$ cat config.mk
export PLATFORM = sky130hd
export DESIGN_NAME = fp_addsub_requester_flat
export DESIGN_NICKNAME = d
export VERILOG_FILES = /design/src/rtl/fp_addsub_requester_if.sv /design/src/rtl/fp_addsub_requester.sv /design/src/flat_wrapper.sv
export SDC_FILE = /design/constraint.sdc
export NUM_CORES = 1
export LEC_CHECK = 0
export ABC_AREA = 1
export CAP_MARGIN = 20
export CORE_MARGIN = 1.5
export CORE_UTILIZATION = 41
export DETAILED_ROUTE_END_ITERATION = 12
export GPL_TIMING_DRIVEN = 1
export PLACE_DENSITY = 0.78
export SYNTH_ARGS = -nofsm -noshare
export SYNTH_HDL_FRONTEND = slang
export SYNTH_SLANG_ARGS = --single-unit
$ cat constraint.sdc
create_clock -name clk -period 1.83 [get_ports clk]
set_input_delay 0.366 -clock clk [delete_from_list [all_inputs] [get_ports clk]]
set_output_delay 0.366 -clock clk [all_outputs]
set_load 0.05 [all_outputs]
$ cat src/rtl/fp_addsub_requester_if.sv
// Host command/response channels and engine bus of the FP add/sub requester.
// master = requester side, slave = host plus engine side.
interface fp_addsub_requester_if;
   logic        cmd_valid;
   logic        cmd_ready;
   logic [31:0] cmd_op1;
   logic [31:0] cmd_op2;
   logic        cmd_mode;
   logic        add_start;
   logic        mode;
   logic [31:0] op1;
   logic [31:0] op2;
   logic [31:0] add_result;
   logic        add_done;
   logic        add_overflow;
   logic        rsp_valid;
   logic        rsp_ready;
   logic [31:0] rsp_result;
   logic        rsp_overflow;
   logic        rsp_timeout;

   modport master (
      input  cmd_valid, cmd_op1, cmd_op2, cmd_mode,
      output cmd_ready,
      output add_start, mode, op1, op2,
      input  add_result, add_done, add_overflow,
      output rsp_valid, rsp_result, rsp_overflow, rsp_timeout,
      input  rsp_ready
   );

   modport slave (
      output cmd_valid, cmd_op1, cmd_op2, cmd_mode,
      input  cmd_ready,
      input  add_start, mode, op1, op2,
      output add_result, add_done, add_overflow,
      input  rsp_valid, rsp_result, rsp_overflow, rsp_timeout,
      output rsp_ready
   );
endinterface

$ cat src/rtl/fp_addsub_requester.sv
// Initiator for the FP add/sub engine: one operation in flight, zero operands
// answered locally, engine operations bounded by a timeout.
module fp_addsub_requester #(
   parameter int unsigned MIN_LAT = 1,
   parameter int unsigned TIMEOUT = 64,
   parameter int unsigned CNT_W   = 16
) (
   input  logic                  clk,
   input  logic                  n_rst,
   fp_addsub_requester_if.master bus,
   output logic [CNT_W-1:0]      op_count
);

   localparam int unsigned WAIT_W = $clog2(TIMEOUT);

   typedef enum logic [1:0] {StIdle, StIssue, StWait, StResp} state_e;

   state_e             state_q, state_d;
   logic [WAIT_W-1:0]  cnt_q, cnt_d;
   logic [31:0]        op1_q, op1_d, op2_q, op2_d;
   logic               mode_q, mode_d;
   logic [31:0]        res_q, res_d;
   logic               ovf_q, ovf_d;
   logic               tmo_q, tmo_d;
   logic [CNT_W-1:0]   count_q, count_d;
   logic               alive_q;
   logic               op1_zero, op2_zero;
   logic               done_ok, timed_out;

   // Exponent of zero covers denormals, which are flushed to zero here.
   assign op1_zero = (bus.cmd_op1[30:23] == 8'h00);
   assign op2_zero = (bus.cmd_op2[30:23] == 8'h00);

   // cnt_q counts completed WAIT cycles, so cnt_q + 1 is the current WAIT cycle.
   assign done_ok   = bus.add_done && ((32'(cnt_q) + 32'd1) >= MIN_LAT);
   assign timed_out = (cnt_q == WAIT_W'(TIMEOUT - 1));

   always_comb begin
      state_d = state_q;
      cnt_d   = cnt_q;
      op1_d   = op1_q;
      op2_d   = op2_q;
      mode_d  = mode_q;
      res_d   = res_q;
      ovf_d   = ovf_q;
      tmo_d   = tmo_q;
      count_d = count_q;
      unique case (state_q)
         StIdle: begin
            if (bus.cmd_valid && alive_q) begin
               op1_d  = bus.cmd_op1;
               op2_d  = bus.cmd_op2;
               mode_d = bus.cmd_mode;
               res_d  = 32'h0000_0000;
               ovf_d  = 1'b0;
               tmo_d  = 1'b0;
               if (op1_zero && op2_zero) begin
                  state_d = StResp;
               end else if (op2_zero) begin
                  res_d   = bus.cmd_op1;
                  state_d = StResp;
               end else if (op1_zero) begin
                  res_d   = {bus.cmd_op2[31] ^ bus.cmd_mode, bus.cmd_op2[30:0]};
                  state_d = StResp;
               end else begin
                  state_d = StIssue;
               end
            end
         end
         StIssue: begin
            cnt_d   = '0;
            state_d = StWait;
         end
         StWait: begin
            if (done_ok) begin
               res_d   = bus.add_result;
               ovf_d   = bus.add_overflow;
               tmo_d   = 1'b0;
               state_d = StResp;
            end else if (timed_out) begin
               res_d   = 32'h7FC0_0000;
               ovf_d   = 1'b0;
               tmo_d   = 1'b1;
               state_d = StResp;
            end else begin
               cnt_d = cnt_q + WAIT_W'(1);
            end
         end
         StResp: begin
            if (bus.rsp_ready) begin
               count_d = count_q + CNT_W'(1);
               state_d = StIdle;
            end
         end
         default: state_d = StIdle;
      endcase
   end

   always_ff @(posedge clk or negedge n_rst) begin
      if (!n_rst) begin
         state_q <= StIdle;
         cnt_q   <= '0;
         op1_q   <= '0;
         op2_q   <= '0;
         mode_q  <= 1'b0;
         res_q   <= '0;
         ovf_q   <= 1'b0;
         tmo_q   <= 1'b0;
         count_q <= '0;
         alive_q <= 1'b0;
      end else begin
         state_q <= state_d;
         cnt_q   <= cnt_d;
         op1_q   <= op1_d;
         op2_q   <= op2_d;
         mode_q  <= mode_d;
         res_q   <= res_d;
         ovf_q   <= ovf_d;
         tmo_q   <= tmo_d;
         count_q <= count_d;
         alive_q <= 1'b1;
      end
   end

   // alive_q keeps cmd_ready low until the first clock after reset release.
   assign bus.cmd_ready    = alive_q && (state_q == StIdle);
   assign bus.add_start    = (state_q == StIssue);
   assign bus.mode         = mode_q;
   assign bus.op1          = op1_q;
   assign bus.op2          = op2_q;
   assign bus.rsp_valid    = (state_q == StResp);
   assign bus.rsp_result   = res_q;
   assign bus.rsp_overflow = ovf_q;
   assign bus.rsp_timeout  = tmo_q;
   assign op_count         = count_q;

endmodule

$ cat src/flat_wrapper.sv
// flat-port wrapper written by rule: the top's interface ports become plain ports
module fp_addsub_requester_flat 
#(
   parameter int unsigned MIN_LAT = 1,
   parameter int unsigned TIMEOUT = 64,
   parameter int unsigned CNT_W   = 16
)
  (clk, n_rst, op_count, bus_cmd_valid, bus_cmd_op1, bus_cmd_op2, bus_cmd_mode, bus_cmd_ready, bus_add_start, bus_mode, bus_op1, bus_op2, bus_add_result, bus_add_done, bus_add_overflow, bus_rsp_valid, bus_rsp_result, bus_rsp_overflow, bus_rsp_timeout, bus_rsp_ready);
  fp_addsub_requester_if bus_i ();
  input  logic clk;
  input  logic n_rst;
  output logic [CNT_W-1:0] op_count;
  input wire logic [$bits(bus_i.cmd_valid)-1:0] bus_cmd_valid;
  input wire logic [$bits(bus_i.cmd_op1)-1:0] bus_cmd_op1;
  input wire logic [$bits(bus_i.cmd_op2)-1:0] bus_cmd_op2;
  input wire logic [$bits(bus_i.cmd_mode)-1:0] bus_cmd_mode;
  output wire logic [$bits(bus_i.cmd_ready)-1:0] bus_cmd_ready;
  output wire logic [$bits(bus_i.add_start)-1:0] bus_add_start;
  output wire logic [$bits(bus_i.mode)-1:0] bus_mode;
  output wire logic [$bits(bus_i.op1)-1:0] bus_op1;
  output wire logic [$bits(bus_i.op2)-1:0] bus_op2;
  input wire logic [$bits(bus_i.add_result)-1:0] bus_add_result;
  input wire logic [$bits(bus_i.add_done)-1:0] bus_add_done;
  input wire logic [$bits(bus_i.add_overflow)-1:0] bus_add_overflow;
  output wire logic [$bits(bus_i.rsp_valid)-1:0] bus_rsp_valid;
  output wire logic [$bits(bus_i.rsp_result)-1:0] bus_rsp_result;
  output wire logic [$bits(bus_i.rsp_overflow)-1:0] bus_rsp_overflow;
  output wire logic [$bits(bus_i.rsp_timeout)-1:0] bus_rsp_timeout;
  input wire logic [$bits(bus_i.rsp_ready)-1:0] bus_rsp_ready;
  assign bus_i.cmd_valid = bus_cmd_valid;
  assign bus_i.cmd_op1 = bus_cmd_op1;
  assign bus_i.cmd_op2 = bus_cmd_op2;
  assign bus_i.cmd_mode = bus_cmd_mode;
  assign bus_cmd_ready = bus_i.cmd_ready;
  assign bus_add_start = bus_i.add_start;
  assign bus_mode = bus_i.mode;
  assign bus_op1 = bus_i.op1;
  assign bus_op2 = bus_i.op2;
  assign bus_i.add_result = bus_add_result;
  assign bus_i.add_done = bus_add_done;
  assign bus_i.add_overflow = bus_add_overflow;
  assign bus_rsp_valid = bus_i.rsp_valid;
  assign bus_rsp_result = bus_i.rsp_result;
  assign bus_rsp_overflow = bus_i.rsp_overflow;
  assign bus_rsp_timeout = bus_i.rsp_timeout;
  assign bus_i.rsp_ready = bus_rsp_ready;
  fp_addsub_requester #(.MIN_LAT(MIN_LAT), .TIMEOUT(TIMEOUT), .CNT_W(CNT_W)) u_core (.clk(clk), .n_rst(n_rst), .bus(bus_i), .op_count(op_count));
endmodule
* Word level (Yosys, flattened, before mapping)
Index checks and enable logic that the tools add are counted.
** Cells by class
- $add $sub $neg :: 3
- Multipliers :: 0
- Divide/modulo/power cells :: 0
- $lt $le $gt $ge :: 1
- Equal/unequal tests :: 9
- Shift operators :: 0
- Mux-type cells :: 25
- Bitwise gates (word level) :: 1
- Reduce and logical (&&, ||, !) cells :: 14
** Operator list (count)
- 32-bit two-way mux :: 6
- 32-bit case mux with 2 select lines :: 1
- 32-bit by 1-bit >= comparator with 1-bit output (second input constant) :: 1
- 16-bit by 1-bit adder with 16-bit output (second input constant) :: 1
- 8-bit logical NOT :: 2
- 2-bit two-way mux :: 7
- 6-bit two-way mux :: 2
- 6-bit case mux with 2 select lines :: 1
- 3-bit AND reduction :: 3
- 2-bit case mux with 4 select lines :: 1
- 6-bit by 1-bit adder with 7-bit output (second input constant) :: 1
- 6-bit by 1-bit adder with 6-bit output (second input constant) :: 1
- 6-bit == test (second input constant) :: 1
- 1-bit two-way mux :: 5
- 2-bit == test (second input constant) :: 2
- 1-bit logical AND :: 4
- 2-bit by 1-bit != test with 1-bit output (second input constant) :: 2
- 2-bit != test (second input constant) :: 2
- 1-bit case mux with 2 select lines :: 2
- 2-bit AND reduction :: 2
- 2-bit nonzero test :: 2
- 3-bit by 1-bit != test with 1-bit output (second input constant) :: 1
- 2-bit by 1-bit == test with 1-bit output (second input constant) :: 1
- 2-bit logical NOT :: 1
- 1-bit XOR :: 1
** Storage, ports and cells
- Register bits after elaboration :: 124
- Bits in latches :: 0
- Bits in writable memories :: 0
- Memory bits (read-only) :: 0
- Input port bits :: 103
- Output and inout port bits :: 118
- Word-level logic and storage cells :: 63
- Memories :: 0

* Logic depth before layout (Yosys ltp)
- Depth after elaboration :: 6
- Gate-level depth with buffers :: 12
- Depth with buffers taken out :: 12

* Least setup slack after synthesis
OpenSTA, ideal clock, no wires.
- Path type :: register to register
- From :: reg u_core.state_q[0]
- To :: reg u_core.count_q[14] (netlist: u_core.op_count[14])
- Library setup time :: 0.119 ns
- Data arrival time :: 2.150 ns
- Data required time :: 1.711 ns
- Setup slack :: -0.440 ns
- Cell stages (with the launch flop) :: 13
- Period minus slack after synthesis :: 2.270 ns
- Path through :: dfrtp_1 -> ha_1 -> nand2_1 -> inv_1 -> nand2_1 -> nor2_1 -> nand3_1 -> nor2_1 -> nand3_1 -> nor2_1 -> nand2_1 -> nand2_1 -> nand2_1
** On the way
- Longest elaborated chain between the ends :: 2
** Ends and longest elaborated chain
- start: declaration :: line fp_addsub_requester.sv:18 : state_e state_q, state_d;
- start signal: assignment :: line fp_addsub_requester.sv:101 : state_q <= StIdle;
- start signal: assignment :: line fp_addsub_requester.sv:112 : state_q <= state_d;
- 2-bit == test
- named net bus_rsp_valid :: line flat_wrapper.sv:25 : output wire logic [$bits(bus_i.rsp_valid)-1:0] bus_rsp_valid;
- 2-bit AND reduction (no source line)
- end signal: assignment :: line fp_addsub_requester.sv:120 : count_q <= count_d;
- end: declaration :: line fp_addsub_requester.sv:25 : logic [CNT_W-1:0] count_q, count_d;
The timed path passes the listed nets, and every way through them passes these cells.
A chain may end at the register's enable or synchronous reset.

* Worst setup path after layout
- From :: reg u_core.cnt_q[2]
- To :: reg u_core.res_q[0] (netlist: u_core.bus.rsp_result[0])
** On the way
- Longest elaborated chain between the ends :: 5
- Elaborated cells on any way between the ends :: 8
- Those cells by class :: 1 x add/sub; 1 x order compare; 2 x eq/ne; 2 x mux; 2 x reduce/logical
** Ends and longest elaborated chain
- start: declaration :: line fp_addsub_requester.sv:19 : logic [WAIT_W-1:0] cnt_q, cnt_d;
- start signal: assignment :: line fp_addsub_requester.sv:113 : cnt_q <= cnt_d;
- 6-bit by 1-bit adder with 7-bit output :: line fp_addsub_requester.sv:35 : assign done_ok = bus.add_done && ((32'(cnt_q) + 32'd1) >= MIN_LAT);
- 32-bit by 1-bit >= comparator with 1-bit output :: line fp_addsub_requester.sv:35
- 1-bit logical AND :: line fp_addsub_requester.sv:35
- 3-bit by 1-bit != test with 1-bit output (no source line) or 32-bit two-way mux (tied branches)
- 3-bit AND reduction (no source line) or 32-bit case mux with 2 select lines (tied branches)
- end signal: assignment :: line fp_addsub_requester.sv:117 : res_q <= res_d;
- end: declaration :: line fp_addsub_requester.sv:22 : logic [31:0] res_q, res_d;
Several ways; a longest one is shown, not always the timed one.

==> impl_metrics.yaml <==
sta:
  timing.max_slew.rel_slack_pct: 64.5
  grt_setup_unrepaired: "yes"
  timing.final.ws_setup_ns: -0.0314
  timing_hold_violations_final: 0
  final-setup-viol-count: 25
  finalCriticalPeriod_ns: 1.86
  fin_crit_sh_pct: 102
  count_of_final_max_slew_check_failures: 0
  achievable-frequency_mhz: 537
  timing.clock.skew_ns: 0.00862
  tightest_slew_ns: 0.532
clock_network:
  cts_buffer_depth: 2
  clockRootBuffer: "clkbuf_16"
  tritoncts: "done"
  cts_max_level: 4
  numClockSinks: 124
  clkTransAtPathRegs_ns: 0.06
  clk_latency_worst_skew_pair_ns: 0.42
  cts_buffers: 17
cells_and_area:
  layout.cells.most_common: "nand2_1"
  layoutNonFillerInstCount: 1206
  share_of_cells_above_drive_strength_1_pct: 25.3
  ff_latch_area_um2: 3110
  fillCellCount: 1111
  multi_input_area_um2: 2600
  fin_nets: 1124
  area_delta_synth_final_pct: 58.7
  layout_common_cells: "nand2_1, buf_4, dfrtp_1"
setup_path:
  critical_path.slowest_cell: "dfrtp_1"
  crit_path_start: "u_core.cnt_q[2]"
  cp-end-kind: "register"
  cp.required_ns: 2.19
  worst_path_most_repeated_cell: "nor2_1"
  worst_path_largest_cell_delay_ns: 0.50
  worst-path-buf-inv: 1
  arrival_time_at_the_worst_endpoint_ns: 2.22
  critPathMaxFanout: 11
  critical_path.top_delay_family: "simple AND/OR/NAND/NOR gates"
  path_class: "register to register"
  crit_path_cell_trace: "nand3_1, nor2_1, nor2_1, nor2_1, nand3_4, nand2_4, nand2_4, nand2_8, clkbuf_16, nand2_1, nand2_1"
  reg2reg_start: "u_core.cnt_q[2]"
  worstSetupStartpointType: "register"
outcome:
  failed_checks: "setup timing"
  run_status: "finished, violations left"
drt:
  detail_route.wl_per_cell_um: 16.8
  vias_per_cell: 5.05
  detail_route.iter0.violations: 497
  firstDrtPassIters: 5
  remaining_drc_errors: 0
  vias: 6092
  route.antenna.remaining_nets: 0
  totalWireLength_um: 20200
place:
  place_ws_ns: -0.493
  buffer_ports.inserted: 220
  post-place-cells: 1168
  routabilityCongestion: 0.839
  hpwlAfterDp_um: 14300
floorplanning:
  die_w_um: 124
  placement_rows: 43
  effective_utilization_at_floorplan_pct: 42.6
  ios: 221
  fp.coreArea_um2: 14000
  die_area_um2: 15300
  dieHeight_um: 124
yosys:
  netlist_instances: 755
  postSynthNetCount: 865
  syn_avg_cell_area_um2: 7.93
  yosysWarningCount: 0
  sequential_element_share_of_the_synthesized_area_pct: 51.8
  yosys_register_bits: 124
  synth.cell_area_um2: 5990
  yosys.cell_types.count: 26
pwr:
  p_leak_nw: 5.03
  report.power.total_mw: 16.4
  power.density_cell_area_nw_per_um2: 1730
  worst_ir_drop_vdd_v: 0.000786
global_route:
  grt_pass1_wl_um: 29900
  grt_pass1_vias: 5650
  grt_util_all_layers_pct: 26.1
  antenna_found_initial: 0
  grt_max_degree: 67
  globalRouteOverflowTotal: 0
hold_path:
  hold_path.class: "input pin to async pin"
flow_run:
  drv_cap: 0
==> layer usage <==
metal  GRT usage [%]  vias to the layer above  share of wire (%)
li1                -                     2916                  -
met2            39.9                      263                 46
met1            36.2                     2886                 43
met5               0                        -                  0
met4            11.1                        0                2.2
met3            5.17                       27                8.1
==> metrics by stage <==
stage	utilization [%]	TNS [ns]	instance area [um2]	hold slack, ns
2_1_floorplan	-	-0.00490	6090	0.0704
3_3_place_gp	61.0	-13.68	8570	0.318
3_5_place_dp	61.0	-14.68	8570	0.318
4_1_cts	66.1	-0.102	9290	0.435
5_1_grt	67.6	-3.93	9500	0.464
6_report	67.7	-0.371	9500	0.419
==> worst reg2reg max path, cell delays in order, from the launching register on <==
cell and delay (ns):
dfrtp_1 0.50, nand3_1 0.19, nor2_1 0.14, nor2_1 0.06, nor2_1 0.17, nand3_4 0.14
nand2_4 0.12, nand2_4 0.08, nand2_8 0.11, clkbuf_16 0.17, nand2_1 0.06, nand2_1 0.06
==> synthesized netlist by cell type <==
library cell  count  share of area [%]
conb_1            1              0.063
nand2_4           1               0.19
nand4_1          30                3.1
nand3_1          19                1.6
a21boi_2          1               0.19
xnor2_1           6               0.88
mux2_2            6                1.1
xor2_1            8                1.2
buf_1             3               0.19
nand3_2           1               0.17
dfrtp_1         124                 52
a21oi_1           2               0.17
clkbuf_1         27                1.7
nand2_1         290                 18
buf_4             6               0.75
ha_1              7                1.5
inv_1            91                5.7
o21ai_0          69                5.8
buf_2             5               0.42
nor2_1           17                1.1
nand3b_1          1               0.13
o22ai_1          30                3.1
or2_0             1               0.10
nor3_1            5               0.42
nor3_2            1               0.17
nand2_2           3               0.31
==> power by group <==
| part | internal (mW) | leakage [nW] | switching [mW] |
|---|---|---|---|
| clock | 2.44 | 0.315 | 1.19 |
| sequential | 3.75 | 1.60 | 0.660 |
| combinational | 2.70 | 3.12 | 5.66 |
| total | 8.88 | 5.03 | 7.51 |
==> flip-flops by register name, indices dropped and copies added (netlist names) <==
name	cells
u_core.cnt_q	6
u_core.bus.mode	1
u_core.op_count	16
u_core.bus.rsp_overflow	1
u_core.bus.op2	32
u_core.bus.op1	32
u_core.alive_q	1
u_core.bus.rsp_timeout	1
u_core.state_q	2
u_core.bus.rsp_result	32
==> what timing repair did <==
action                                  in CTS  in global routing
endpoints found under the setup margin      46                 80
hold buffers                                 1                  0
pin swaps                                    3                  4
cloned                                       0                  2
buffers inserted                             3                  2
gates resized for setup                     16                 38
hold endpoints to repair                    23                  0
==> kinds of logic (layout without fill, tap and decap cells) <==
kind of cell	count (synthesis)	in the layout	synth area share, %
AND/OR/NAND/NOR	369	369	25.5
buffers and inverters	132	402	8.76
flip-flops	124	124	51.8
AO/OA/AOI/OAI	102	102	9.26
XOR/XNOR	14	14	2.05
adder cells (fa/ha/maj)	7	7	1.46
multiplexers	6	6	1.13
other	1	2	0.0626
==> final timing paths <==
| path | endpoint | slack (ns) | cells past startpoint |
|---|---|---|---|
| worst max-delay path | u_core.bus.rsp_result[0] | -0.03 | 11 |
| worst min-delay path | u_core.bus.rsp_result[25] | 0.42 | 2 |
| worst max register to register | u_core.bus.rsp_result[0] | -0.03 | 11 |
| worst min register to register | u_core.bus.rsp_result[5] | 0.48 | 2 |
| max in group asynchronous | u_core.bus.op1[31] | 0.77 | 3 |
| min in group clk | u_core.bus.rsp_result[5] | 0.48 | 2 |
==> area by class of cell <==
type	instances	area share, %
Sequential cell	124	32.7
Antenna cell	1	0.0263
Clock inverter	7	1.42
Tap cell	180	2.37
Timing Repair Buffer	281	27.2
Clock buffer	23	5.24
Multi-Input combinational cell	499	27.4
Inverter	91	3.63
Note: power is estimated with default switching activity, not from simulation.
